**config.mk**
```make
export PLATFORM = sky130hd
export DESIGN_NAME = cache_fill_fsm
export DESIGN_NICKNAME = d
export VERILOG_FILES = /design/src/rtl/cache_fill_fsm.sv
export SDC_FILE = /design/constraint.sdc
export NUM_CORES = 1
export LEC_CHECK = 0
export BUFFER_PORTS_ARGS = -buffer_cell sky130_fd_sc_hd__buf_2
export CORE_MARGIN = 5
export CORE_UTILIZATION = 45
export CTS_CLUSTER_DIAMETER = 120
export DETAILED_ROUTE_END_ITERATION = 10
export PLACE_DENSITY = 0.84
export SLEW_MARGIN = 20
export SYNTH_ARGS = -nofsm -noshare
export SYNTH_HDL_FRONTEND = slang
export SYNTH_SLANG_ARGS = --single-unit
```
**constraint.sdc**
```tcl
create_clock -name clk -period 2.48 [get_ports clk]
set_clock_uncertainty 0.05 [all_clocks]
set_input_delay 0.372 -clock clk [delete_from_list [all_inputs] [get_ports clk]]
set_output_delay 0.372 -clock clk [all_outputs]
set_load 0.02 [all_outputs]
```
**src/rtl/cache_fill_fsm.sv**
```systemverilog
// rtl/cache_fill_fsm.sv - cache miss fill engine: pipelined block read from memory, data writes, then one tag write
// Optional critical-word-first ordering is enabled by defining CACHE_FILL_WRAP_EN.
module cache_fill_fsm #(
    parameter int ADDR_WIDTH      = 16,
    parameter int WORDS_PER_BLOCK = 8,
    parameter int OFFSET_BITS     = 4
) (
    input  logic                  clk,
    input  logic                  rst,
    input  logic                  miss_detected,
    input  logic [ADDR_WIDTH-1:0] miss_address,
    input  logic [15:0]           memory_data,
    input  logic                  memory_data_valid,
    output logic                  fsm_busy,
    output logic                  mem_rd_en,
    output logic [ADDR_WIDTH-1:0] memory_address,
    output logic                  write_data_array,
    output logic                  write_tag_array,
    output logic [ADDR_WIDTH-1:0] fill_address,
    output logic [15:0]           fill_data
);

    localparam int IDX_W = OFFSET_BITS - 1;
    localparam logic [OFFSET_BITS-1:0] WPB      = OFFSET_BITS'(WORDS_PER_BLOCK);
    localparam logic [OFFSET_BITS-1:0] LAST     = OFFSET_BITS'(WORDS_PER_BLOCK - 1);
    localparam logic [ADDR_WIDTH-1:0]  OFF_MASK = ADDR_WIDTH'((1 << OFFSET_BITS) - 1);

    typedef enum logic [1:0] {
        IDLE,
        FILL,
        TAG
    } state_t;

    state_t                 state;
    state_t                 state_nxt;
    logic [ADDR_WIDTH-1:0]  base;
    logic [OFFSET_BITS-1:0] req_cnt;
    logic [OFFSET_BITS-1:0] rsp_cnt;
    logic [IDX_W-1:0]       start;
    logic                   req_fire;
    logic                   rsp_fire;

    // Word index wraps inside the block; the sum with the aligned base wraps mod 2^ADDR_WIDTH.
    function automatic logic [ADDR_WIDTH-1:0] word_addr(input logic [ADDR_WIDTH-1:0] blk,
                                                        input logic [IDX_W-1:0]      first,
                                                        input logic [IDX_W-1:0]      k);
        logic [IDX_W-1:0] idx;
        idx = first + k;
        return blk + ADDR_WIDTH'({idx, 1'b0});
    endfunction

`ifdef CACHE_FILL_WRAP_EN
    always_ff @(posedge clk) begin
        if (!rst) begin
            start <= '0;
        end else if (state == IDLE && miss_detected) begin
            start <= miss_address[OFFSET_BITS-1:1];
        end
    end
`else
    assign start = '0;
`endif

    always_ff @(posedge clk) begin
        if (!rst) begin
            state   <= IDLE;
            base    <= '0;
            req_cnt <= '0;
            rsp_cnt <= '0;
        end else begin
            state <= state_nxt;
            case (state)
                IDLE: begin
                    if (miss_detected) begin
                        base    <= miss_address & ~OFF_MASK;
                        req_cnt <= '0;
                        rsp_cnt <= '0;
                    end
                end
                FILL: begin
                    if (req_fire) req_cnt <= req_cnt + OFFSET_BITS'(1);
                    if (rsp_fire) rsp_cnt <= rsp_cnt + OFFSET_BITS'(1);
                end
                default: ;
            endcase
        end
    end

    // The fire terms are gated by the counter limits, so both counters saturate at WPB.
    always_comb begin
        state_nxt        = state;
        fsm_busy         = 1'b0;
        mem_rd_en        = 1'b0;
        memory_address   = '0;
        write_data_array = 1'b0;
        write_tag_array  = 1'b0;
        fill_address     = '0;
        fill_data        = '0;
        req_fire         = 1'b0;
        rsp_fire         = 1'b0;
        case (state)
            IDLE: begin
                if (miss_detected) state_nxt = FILL;
            end
            FILL: begin
                fsm_busy         = 1'b1;
                req_fire         = (req_cnt < WPB);
                mem_rd_en        = req_fire;
                memory_address   = word_addr(base, start, req_cnt[IDX_W-1:0]);
                rsp_fire         = memory_data_valid && (rsp_cnt < WPB);
                write_data_array = rsp_fire;
                fill_address     = word_addr(base, start, rsp_cnt[IDX_W-1:0]);
                fill_data        = memory_data;
                if (rsp_fire && rsp_cnt == LAST) state_nxt = TAG;
            end
            TAG: begin
                fsm_busy        = 1'b1;
                write_tag_array = 1'b1;
                fill_address    = base;
                state_nxt       = IDLE;
            end
            default: state_nxt = IDLE;
        endcase
    end

endmodule

```
==> impl_metrics.json <==
{
  "final.setup.worst_slack_ps": 244.9,
  "ir_drop_uv": 308.7,
  "htreeDepth": 1,
  "wl_met3_um": 152,
  "rsz0062_at_grt": "no",
  "ys.warnings.count": 0,
  "syn_area_um2": 1361,
  "status": "finished clean",
  "num_vias": 1345,
  "cts_tree": "done",
  "io_pins": 88,
  "rr_worst_depth": 7,
  "grt_pass1_wl_mm": 5.568,
  "grt_max_degree": 26,
  "hold_viol_final": 0,
  "p_leak_uw": 0.0009693,
  "p_per_area_nw_per_um2": 770.1,
  "dpl.hpwl_mm": 2.558,
  "yosysTopAreaCell": "dfxtp_1",
  "fmax_mhz": 447.4,
  "muxShareOfSynthArea_pct": 2.206,
  "routed_wl_mm": 3.278,
  "period_needed_ps": 2235,
  "cts_buffer_depth": 2,
  "met2_length_mm": 1.783,
  "critical_path.max_fanout": 21,
  "finalMaxSlewViolations": 0,
  "finalSetupTns_ps": 0,
  "hold_buffers": 0,
  "diodes": 0,
  "insertion_delay_ps": 310,
  "drt_drc_violations_left": 0,
  "hp-class": "in2reg",
  "worstSetupEndpointType": "output pin",
  "yosysSeqAreaShare_pct": 32.35,
  "routed.top_layer": "met4",
  "via_per_inst": 4.719,
  "maxCapViolations": 0,
  "ys_types": 27,
  "die_x_um": 65,
  "setup_viol": 0,
  "synth.area.top_cells": "dfxtp_1 32%, and2_1 21%, nand2_1 9.1%",
  "reg2reg_slack_ps": 530,
  "drive_gt1_share_pct": 35.32,
  "syn_inst": 176,
  "synth_simple_gate_area_share_pct": 39.80,
  "synth_area_per_cell_um2": 7.735,
  "num_rows": 20,
  "synth_top_area_share_pct": 32.35,
  "die_h_um": 65,
  "numPortBuffers": 81,
  "core_area_um2": 2978,
  "cts_sinks": 22,
  "gp_congestion": 0.7301,
  "cts_root_buf": "clkbuf_4",
  "start_util_pct": 45.71,
  "period_share_pct": 90.13,
  "post-place-ws_ps": 516.8,
  "area_growth_pct": 34.19,
  "min_from": "miss_address[4]",
  "drt_iter0_drc": 37,
  "grt_antenna_before_repair": 0,
  "r2r-end": "rsp_cnt[3]",
  "min_to": "base[4]",
  "hold_depth": 3,
  "final_common_cell": "buf_2",
  "arrival_ps": 1810,
  "first_pass_iters": 4,
  "rr_startpoint": "state[1]",
  "grt_pass1_vias": 1291,
  "numCtsBuffers": 3,
  "wire_per_inst_um": 11.50,
  "grt_util_all_layers_pct": 16.29,
  "holdWs_ps": 244.4,
  "synth_compound_area_share_pct": 14.43,
  "grt-ovfl-total": 0,
  "cp-start-kind": "register",
  "ys_seq_elements": 22,
  "postCtsSetupBuffers": 0,
  "layout_common_cells": "81 x buf_2, 45 x and2_1, 33 x nand2_1, 22 x dfxtp_1, 14 x a21boi_0",
  "startpoint": "state[1]",
  "synth_top_family_by_area": "simple AND/OR/NAND/NOR gates",
  "nets": 296,
  "crit_type": "reg2out",
  "wl_met1_mm": 1.317,
  "drtAntennaViolNets": 0,
  "die_area_um2": 4225,
  "synthXorXnorAreaFrac_pct": 0,
  "cts-resized-gates": 0,
  "crit_required_ps": 2060,
  "clk_pin_slew_ps": 130,
  "synthAdderAreaFrac_pct": 6.434
}
cell type report:
| cell class | count | area [um2] |
|---|---|---|
| fillers | 269 | 1151 |
| well taps | 33 | 41.29 |
| inverters | 2 | 7.507 |
| flip-flops and latches | 22 | 440.4 |
| multi-input cells | 141 | 864.6 |
| repair buffers | 83 | 420.4 |
| clock buffers | 3 | 22.52 |
| clock inverters | 1 | 30.03 |
state kept, by name, summed over array words and instances (netlist names):
| signal | flops |
|---|---|
| base | 12 |
| rsp_cnt | 4 |
| state | 2 |
| req_cnt | 4 |
synthesized netlist by cell type, drive strengths merged:
| cell type | count |
|---|---|
| mux2i | 3 |
| buf | 3 |
| conb | 1 |
| clkbuf | 9 |
| nand2b | 3 |
| a21oi | 3 |
| o21a | 1 |
| nand4b | 1 |
| inv | 2 |
| and2 | 45 |
| a31o | 1 |
| a21o | 1 |
| nand2 | 33 |
| nand4 | 1 |
| or3 | 1 |
| ha | 7 |
| o21ai | 6 |
| a22oi | 2 |
| and3b | 1 |
| nand3 | 3 |
| dfxtp | 22 |
| and3 | 3 |
| a21boi | 15 |
| nor3 | 2 |
| nor2b | 7 |
cells by family after synthesis:
family	after synthesis
AO/OA/AOI/OAI	29
adder cells (fa/ha/maj)	7
buffers and inverters	14
flip-flops	22
multiplexers	3
other	1
AND/OR/NAND/NOR	100
report_power, final:
group	internal [uW]	switching, uW
clock network	163	109
registers	407	42.1
logic	248	437
how the worst max path moves through the flow:
stage                       end  slack, ps  cells after the start
6_report       write_data_array        240                      5
2_1_floorplan  fill_address[10]        590                      5
4_1_cts         fill_address[8]        120                      5
5_1_grt        write_data_array         60                      5
3_5_place_dp    fill_address[8]        520                      5
3_3_place_gp   fill_address[10]        560                      5
per-layer routing:
layer  up-vias  GRT usage, %
li1        721             -
met1       594         17.67
met2        28         31.80
met3         2         1.560
met4         0         6.332
met5         -             0
worst max-delay path: stages, from the launching register on:
cell     delay, ps
dfxtp_1        340
inv_1          120
ha_1           400
buf_4          280
and3b_1        200
buf_2          170
through the flow:
stage / instances / total power (uW) / util [%] / cell area (um2)
6_report: 285 / 1407 / 61.34 / 1827
5_1_grt: 285 / 1529 / 61.34 / 1827
4_1_cts: 285 / 1428 / 61.30 / 1826
3_5_place_dp: 281 / 1148 / 59.54 / 1773
3_3_place_gp: 281 / 1129 / 59.54 / 1773
2_1_floorplan: 177 / 938.6 / - / 1365
Power figures use the tool's default switching activity.
